==> src/rtl/sram_arb_pkg.sv <==
// Shared types and constants for the SRAM wishbone-style port arbiter.
package sram_arb_pkg;

  // Transaction sequencer states
  typedef enum logic [1:0] {
    ST_IDLE  = 2'd0,
    ST_ISSUE = 2'd1,
    ST_WAIT  = 2'd2
  } state_t;

  // Master indices into one-hot grant / done vectors
  localparam int M0_IDX = 0;  // VGA line fetch
  localparam int M1_IDX = 1;  // CPU/DMA data path

  // One-hot grant encodings
  localparam logic [1:0] GNT_NONE = 2'b00;
  localparam logic [1:0] GNT_M0   = 2'b01;
  localparam logic [1:0] GNT_M1   = 2'b10;

endpackage

==> src/rtl/sram_wb_arbiter_if.sv <==
// Bus bundle between the two masters, the arbiter and the SRAM controller.
// The slave modport is the arbiter's view; the master modport is the view of
// the surrounding masters plus SRAM controller that drive and consume it.
interface sram_wb_arbiter_if;
  // Master 0 (read-only fetch)
  logic        m0_stb;
  logic        m0_urgent;
  logic [31:0] m0_addr;
  // Master 1 (read/write)
  logic        m1_stb;
  logic [31:0] m1_addr;
  logic [3:0]  m1_we;
  logic [31:0] m1_din;
  // Completion back to the masters
  logic        m0_done;
  logic        m1_done;
  logic [47:0] m_dout;
  // SRAM controller side
  logic        s_stb;
  logic [31:0] s_addr;
  logic [3:0]  s_we;
  logic [31:0] s_din;
  logic [47:0] s_dout;
  logic        s_nak;

  modport slave (
    input  m0_stb, m0_urgent, m0_addr,
    input  m1_stb, m1_addr, m1_we, m1_din,
    input  s_dout, s_nak,
    output m0_done, m1_done, m_dout,
    output s_stb, s_addr, s_we, s_din
  );

  modport master (
    output m0_stb, m0_urgent, m0_addr,
    output m1_stb, m1_addr, m1_we, m1_din,
    output s_dout, s_nak,
    input  m0_done, m1_done, m_dout,
    input  s_stb, s_addr, s_we, s_din
  );
endinterface

==> src/rtl/sram_arb_pick.sv <==
// Combinational winner selection: urgent M0 first, then forced M0 when the
// M1 run limit is reached, then round-robin, then the lone requester.
module sram_arb_pick
  import sram_arb_pkg::*;
(
  input  logic [1:0] stb,       // {m1_stb, m0_stb}
  input  logic       urgent,    // M0 fetch FIFO running low
  input  logic       run_full,  // M1 has had its maximum run while M0 waited
  input  logic       rr_ptr,    // 0: M0 preferred on a tie, 1: M1 preferred
  output logic [1:0] win        // one-hot winner, 00 when nobody requests
);

  // Priority chain evaluated every cycle; the caller only uses it in IDLE
  always_comb begin
    win = GNT_NONE;
    if (stb[M0_IDX] && urgent) begin
      win = GNT_M0;
    end else if (stb[M0_IDX] && stb[M1_IDX]) begin
      win = (run_full || !rr_ptr) ? GNT_M0 : GNT_M1;
    end else if (stb[M0_IDX]) begin
      win = GNT_M0;
    end else if (stb[M1_IDX]) begin
      win = GNT_M1;
    end
  end

endmodule

==> src/rtl/sram_wb_arbiter.sv <==
// Two-master arbiter for the single SRAM port. One transaction outstanding:
// IDLE (arbitrate, latch request) -> ISSUE (one-cycle s_stb) -> WAIT (until
// s_nak low) -> IDLE. Optional feature macro: SRAM_ARB_TIMEOUT_EN adds a WAIT
// watchdog that aborts the transaction with zero data and a sticky err.
module sram_wb_arbiter
  import sram_arb_pkg::*;
#(
  parameter int MAX_M1_RUN = 4
`ifdef SRAM_ARB_TIMEOUT_EN
  , parameter int TIMEOUT_CYCLES = 255
`endif
) (
  input  logic                clk,
  input  logic                rst_n,
  sram_wb_arbiter_if.slave    bus,
  output logic [1:0]          grant,
  output logic                err
);

  localparam int RUN_W = $clog2(MAX_M1_RUN + 1);

  state_t      state_q, state_d;
  logic [1:0]  grant_q, grant_d;
  logic [1:0]  done_q, done_d;
  logic        s_stb_q, s_stb_d;
  logic [31:0] s_addr_q, s_addr_d;
  logic [3:0]  s_we_q, s_we_d;
  logic [31:0] s_din_q, s_din_d;
  logic [47:0] m_dout_q, m_dout_d;
  logic        rr_q, rr_d;          // 1: M1 wins the next tie
  logic [RUN_W-1:0] run_q, run_d;   // M1 grants in a row while M0 waited
`ifdef SRAM_ARB_TIMEOUT_EN
  logic [7:0]  tmo_q, tmo_d;
  logic        err_q, err_d;
`endif

  logic [1:0]  win;
  logic        run_full;

  assign run_full = (run_q == RUN_W'(MAX_M1_RUN));

  sram_arb_pick u_pick (
    .stb      ({bus.m1_stb, bus.m0_stb}),
    .urgent   (bus.m0_urgent),
    .run_full (run_full),
    .rr_ptr   (rr_q),
    .win      (win)
  );

  // Next-state and datapath updates for the transaction sequencer
  always_comb begin
    state_d  = state_q;
    grant_d  = grant_q;
    done_d   = GNT_NONE;
    s_stb_d  = 1'b0;
    s_addr_d = s_addr_q;
    s_we_d   = s_we_q;
    s_din_d  = s_din_q;
    m_dout_d = m_dout_q;
    rr_d     = rr_q;
    run_d    = run_q;
`ifdef SRAM_ARB_TIMEOUT_EN
    tmo_d    = tmo_q;
    err_d    = err_q;
`endif
    case (state_q)
      ST_IDLE: begin
        if (win != GNT_NONE) begin
          grant_d = win;
          s_stb_d = 1'b1;
          state_d = ST_ISSUE;
          if (win == GNT_M0) begin
            // M0 is a pure reader: never let stale write data through
            s_addr_d = bus.m0_addr;
            s_we_d   = 4'b0000;
            s_din_d  = 32'h0;
            rr_d     = 1'b1;
            run_d    = '0;
          end else begin
            s_addr_d = bus.m1_addr;
            s_we_d   = bus.m1_we;
            s_din_d  = bus.m1_din;
            rr_d     = 1'b0;
            // Only count M1 grants that made a waiting M0 wait longer
            if (!bus.m0_stb) begin
              run_d = '0;
            end else if (!run_full) begin
              run_d = run_q + RUN_W'(1);
            end
          end
        end
      end
      ST_ISSUE: begin
        state_d = ST_WAIT;
`ifdef SRAM_ARB_TIMEOUT_EN
        tmo_d   = 8'd0;
`endif
      end
      ST_WAIT: begin
        if (!bus.s_nak) begin
          m_dout_d = bus.s_dout;
          done_d   = grant_q;
          grant_d  = GNT_NONE;
          state_d  = ST_IDLE;
        end
`ifdef SRAM_ARB_TIMEOUT_EN
        else if (tmo_q == 8'(TIMEOUT_CYCLES - 1)) begin
          // Slave is stuck: release the master with empty data
          m_dout_d = 48'h0;
          done_d   = grant_q;
          grant_d  = GNT_NONE;
          err_d    = 1'b1;
          state_d  = ST_IDLE;
        end else begin
          tmo_d = tmo_q + 8'd1;
        end
`endif
      end
      default: begin
        state_d = ST_IDLE;
        grant_d = GNT_NONE;
      end
    endcase
  end

  // State register with synchronous active-low reset
  always_ff @(posedge clk) begin
    if (!rst_n) begin
      state_q  <= ST_IDLE;
      grant_q  <= GNT_NONE;
      done_q   <= GNT_NONE;
      s_stb_q  <= 1'b0;
      s_addr_q <= 32'h0;
      s_we_q   <= 4'b0000;
      s_din_q  <= 32'h0;
      m_dout_q <= 48'h0;
      rr_q     <= 1'b0;
      run_q    <= '0;
`ifdef SRAM_ARB_TIMEOUT_EN
      tmo_q    <= 8'd0;
      err_q    <= 1'b0;
`endif
    end else begin
      state_q  <= state_d;
      grant_q  <= grant_d;
      done_q   <= done_d;
      s_stb_q  <= s_stb_d;
      s_addr_q <= s_addr_d;
      s_we_q   <= s_we_d;
      s_din_q  <= s_din_d;
      m_dout_q <= m_dout_d;
      rr_q     <= rr_d;
      run_q    <= run_d;
`ifdef SRAM_ARB_TIMEOUT_EN
      tmo_q    <= tmo_d;
      err_q    <= err_d;
`endif
    end
  end

  assign bus.s_stb   = s_stb_q;
  assign bus.s_addr  = s_addr_q;
  assign bus.s_we    = s_we_q;
  assign bus.s_din   = s_din_q;
  assign bus.m_dout  = m_dout_q;
  assign bus.m0_done = done_q[M0_IDX];
  assign bus.m1_done = done_q[M1_IDX];
  assign grant       = grant_q;
`ifdef SRAM_ARB_TIMEOUT_EN
  assign err         = err_q;
`else
  assign err         = 1'b0;
`endif

endmodule

==> src/flat_wrapper.sv <==
// flat-port wrapper written by rule: the top's interface ports become plain ports
module sram_wb_arbiter_flat import sram_arb_pkg::*;
#(
  parameter int MAX_M1_RUN = 4

)
  (clk, rst_n, grant, err, bus_m0_stb, bus_m0_urgent, bus_m0_addr, bus_m1_stb, bus_m1_addr, bus_m1_we, bus_m1_din, bus_s_dout, bus_s_nak, bus_m0_done, bus_m1_done, bus_m_dout, bus_s_stb, bus_s_addr, bus_s_we, bus_s_din);
  sram_wb_arbiter_if bus_i ();
  input  logic clk;
  input  logic rst_n;
  output logic [1:0] grant;
  output logic err;
  input wire logic [$bits(bus_i.m0_stb)-1:0] bus_m0_stb;
  input wire logic [$bits(bus_i.m0_urgent)-1:0] bus_m0_urgent;
  input wire logic [$bits(bus_i.m0_addr)-1:0] bus_m0_addr;
  input wire logic [$bits(bus_i.m1_stb)-1:0] bus_m1_stb;
  input wire logic [$bits(bus_i.m1_addr)-1:0] bus_m1_addr;
  input wire logic [$bits(bus_i.m1_we)-1:0] bus_m1_we;
  input wire logic [$bits(bus_i.m1_din)-1:0] bus_m1_din;
  input wire logic [$bits(bus_i.s_dout)-1:0] bus_s_dout;
  input wire logic [$bits(bus_i.s_nak)-1:0] bus_s_nak;
  output wire logic [$bits(bus_i.m0_done)-1:0] bus_m0_done;
  output wire logic [$bits(bus_i.m1_done)-1:0] bus_m1_done;
  output wire logic [$bits(bus_i.m_dout)-1:0] bus_m_dout;
  output wire logic [$bits(bus_i.s_stb)-1:0] bus_s_stb;
  output wire logic [$bits(bus_i.s_addr)-1:0] bus_s_addr;
  output wire logic [$bits(bus_i.s_we)-1:0] bus_s_we;
  output wire logic [$bits(bus_i.s_din)-1:0] bus_s_din;
  assign bus_i.m0_stb = bus_m0_stb;
  assign bus_i.m0_urgent = bus_m0_urgent;
  assign bus_i.m0_addr = bus_m0_addr;
  assign bus_i.m1_stb = bus_m1_stb;
  assign bus_i.m1_addr = bus_m1_addr;
  assign bus_i.m1_we = bus_m1_we;
  assign bus_i.m1_din = bus_m1_din;
  assign bus_i.s_dout = bus_s_dout;
  assign bus_i.s_nak = bus_s_nak;
  assign bus_m0_done = bus_i.m0_done;
  assign bus_m1_done = bus_i.m1_done;
  assign bus_m_dout = bus_i.m_dout;
  assign bus_s_stb = bus_i.s_stb;
  assign bus_s_addr = bus_i.s_addr;
  assign bus_s_we = bus_i.s_we;
  assign bus_s_din = bus_i.s_din;
  sram_wb_arbiter #(.MAX_M1_RUN(MAX_M1_RUN)) u_core (.clk(clk), .rst_n(rst_n), .bus(bus_i), .grant(grant), .err(err));
endmodule
==> config.mk <==
export PLATFORM = sky130hd
export DESIGN_NAME = sram_wb_arbiter_flat
export DESIGN_NICKNAME = d
export VERILOG_FILES = /design/src/rtl/sram_arb_pkg.sv /design/src/rtl/sram_wb_arbiter_if.sv /design/src/rtl/sram_arb_pick.sv /design/src/rtl/sram_wb_arbiter.sv /design/src/flat_wrapper.sv
export SDC_FILE = /design/constraint.sdc
export NUM_CORES = 1
export LEC_CHECK = 0
export ABC_CLOCK_PERIOD_IN_PS = 3660
export BUFFER_PORTS_ARGS = -buffer_cell sky130_fd_sc_hd__buf_2
export CAP_MARGIN = 20
export CORE_MARGIN = 1
export CORE_UTILIZATION = 35
export CTS_CLUSTER_DIAMETER = 50
export DETAILED_ROUTE_END_ITERATION = 7
export PLACE_DENSITY = 0.67
export SLEW_MARGIN = 20
export SYNTH_ARGS = -nofsm -noshare
export SYNTH_HDL_FRONTEND = slang
export SYNTH_SLANG_ARGS = --single-unit
==> constraint.sdc <==
create_clock -name clk -period 3.66 [get_ports clk]
set_input_delay 0.732 -clock clk [delete_from_list [all_inputs] [get_ports clk]]
set_output_delay 0.732 -clock clk [all_outputs]
set_load 0.02 [all_outputs]
==> results.cfg <==
[critical_path]
cp_top_family = simple AND/OR/NAND/NOR gates
critPathBufInv = 2
path_cells = inv_1 > ha_1 > and2_4 > o21ai_1 > nand3_1 > buf_4 > o221a_2
crit_type = flip-flop to flip-flop
cp_data_arrival_time_ps = 2510
slowest_stage = nand3_1
path_max_fanout = 18
crit_path_start_kind = flip-flop
slowest_delay_ps = 460
cp.required_ps = 3950
crit_path_end_kind = flip-flop

[timing]
fin_skew_ps = 7.65
clock.fmax_mhz = 451
drv_slew = 0
rsz0062_at_grt = no
hold_viol_final = 0
fin_crit_ps = 2220
timing.setup.tns_ps = 0
finalSetupViolCount = 0
finalCritPeriodShare_pct = 60.6
relSlewSlack_pct = 32.2
worst_slew_pin_slew_ps = 1010

[floorplan]
die_w_um = 117
io_pins = 276
start_util_pct = 36.2
die-area_um2 = 13600
die_y_um = 117
core_um2 = 12700
rows = 41

[routing]
routedLengthMet1_mm = 5.21
firstDrtPassIters = 4
totalWireLength_mm = 13.1
dr_wl_met3_mm = 1.11
maxUsedRoutingLayer = met4
vias = 4407
wl_per_cell_um = 14.5
wl_met2_mm = 6.50
drt_iter0_markers = 239
drc = 0
drtAntennaViolNets = 0
viasPerCell = 4.88

[cts]
holdBufCountCts = 0
cts_htree_levels = 4
path_clk_slew_ps = 60
postCtsSetupBuffers = 0
cts-resized-gates = 0
clock_latency_ps = 410
cts_tree = yes
cts_sinks = 127
cts_buffers = 17
root_buffer = clkbuf_16
cts.path.max_buffers = 2

[placed_design]
gp_congestion = 0.749
post_dp_cell_area_um2 = 6010
dp_hpwl_mm = 9.52
numPortBuffers = 274

[synth]
ys_warn_count = 0
synthCells = 458
synth.distinct_cells = 34
ys_seq_area_share_pct = 55.2
syn-num-nets = 614
synthesis.area_um2 = 4600
avgSynthCellArea_um2 = 10.1
synth-seq-cells = 127

[layout]
fin_area_um2 = 6590
area_delta_synth_final_pct = 43.2
layout-drive-gt1-share_pct = 47.5
nNetsFinal = 875
n_antenna_cell = 0
fillers = 1197
final_common_cell = buf_2
post-route-util_pct = 51.8
final_cell_mix = buf_2 (274), dfxtp_1 (127), nand2_1 (101), a21oi_1 (54), a22o_1 (36)

[power_and_ir_drop]
p_leak_nw = 3.12
ir_drop_mv = 0.229
power_density_nw_per_um2 = 553

[grt]
grt-ovfl-total = 0
grt_antenna_before_repair = 0
grt_pass1_vias = 4114
grt_max_degree = 49
grtUsageTotal_pct = 18.4
grt_pass1_wl_mm = 19.2

[status]
status = finished, final reports clean

[min_path]
hp-class = flip-flop to flip-flop

[job]
maxCapViolCount = 0
[Yosys cell counts]
library cell,count,area [um2]
nor4b_1,1,8.76
dfxtp_1,127,2540
o21ai_1,3,15.0
and2_4,1,8.76
buf_2,17,85.1
buf_4,5,37.5
and3_1,2,12.5
conb_1,1,3.75
o311ai_4,1,26.3
o221a_2,29,327
nor2_4,1,11.3
a22o_1,36,315
clkbuf_1,10,37.5
nand3b_1,1,7.51
nand2b_1,1,6.26
a21oi_1,54,270
nand2b_4,1,13.8
nand3_1,4,20.0
nor2b_1,1,6.26
nor2_1,4,15.0
and4_1,1,8.76
o21ai_0,1,5.00
o21a_1,33,248
buf_1,1,3.75
nand2_1,101,379
a22oi_1,1,7.51
o221a_1,3,33.8
nor3_1,2,10.0
inv_1,3,11.3
nor2_8,1,20.0
buf_6,6,67.6
and2_1,1,6.26
inv_2,2,7.51
ha_1,2,25.0
[layout make-up]
class	instances	area, um2	area share, %
Timing Repair Buffer	281	1420	21.6
Sequential cell	127	2540	38.6
Clock buffer	19	443	6.72
Multi-Input combinational cell	287	1810	27.5
Tap cell	172	215	3.26
Clock inverter	13	139	2.11
Inverter	5	18.8	0.285
[metal layers]
layer	vias up	global-route usage [%]
li1	2153	-
met1	2040	19.6
met2	193	32.9
met3	21	6.49
met4	0	8.27
met5	-	0
[per-stage QoR]
| stage | hold WS (ps) | instances | setup WS [ps] | power, mW |
|---|---|---|---|---|
| floorplan | 453 | 458 | 1920 | 1.85 |
| global placement | 439 | 872 | 1230 | 2.03 |
| detailed placement | 446 | 872 | 1160 | 2.04 |
| CTS | 454 | 904 | 1460 | 3.69 |
| global route | 471 | 904 | 1230 | 3.81 |
| finish | 452 | 904 | 1440 | 3.64 |
[cell families (layout without fill, tap and decap cells)]
kind of cell,count (synthesis),after routing,synth area share [%]
AO/OA/AOI/OAI,161,161,27.1
flip-flops,127,127,55.2
AND/OR/NAND/NOR,123,123,11.6
buffers and inverters,44,318,5.44
adder cells (fa/ha/maj),2,2,0.544
other,1,1,0.0815
[where the power goes]
| part | switching (mW) | internal [mW] | total, mW | leakage (nW) |
|---|---|---|---|---|
| registers | 0.0459 | 1.47 | 1.51 | 1.04 |
| logic | 0.285 | 0.212 | 0.497 | 1.81 |
| clock network | 0.613 | 1.02 | 1.63 | 0.272 |
[state kept, by name, indices dropped and copies added (netlist names)]
register	count
u_core.bus.s_we	4
u_core.rr_q	1
u_core.done_q	2
u_core.grant	2
u_core.bus.s_din	32
u_core.bus.s_stb	1
u_core.state_q	2
u_core.bus.m_dout	48
u_core.run_q	3
u_core.bus.s_addr	32
[final timing paths]
check	start	end	slack [ps]	cells past startpoint
worst max-delay path	u_core.run_q[0]$_SDFFE_PN0P_	u_core.bus.s_addr[22]$_SDFFE_PN0P_	1440	7
worst min-delay path	u_core.bus.m_dout[0]$_SDFFE_PN0P_	u_core.bus.m_dout[0]$_SDFFE_PN0P_	450	2
worst max register to register	u_core.run_q[0]$_SDFFE_PN0P_	u_core.bus.s_addr[22]$_SDFFE_PN0P_	1440	7
worst min register to register	u_core.bus.m_dout[0]$_SDFFE_PN0P_	u_core.bus.m_dout[0]$_SDFFE_PN0P_	450	2
[tightest hold or removal path, stage by stage, from the launching register on]
cell	delay, ps
dfxtp_1	300
nand2_1	50
a21oi_1	50
No activity file was read; power rests on OpenSTA's default activity.
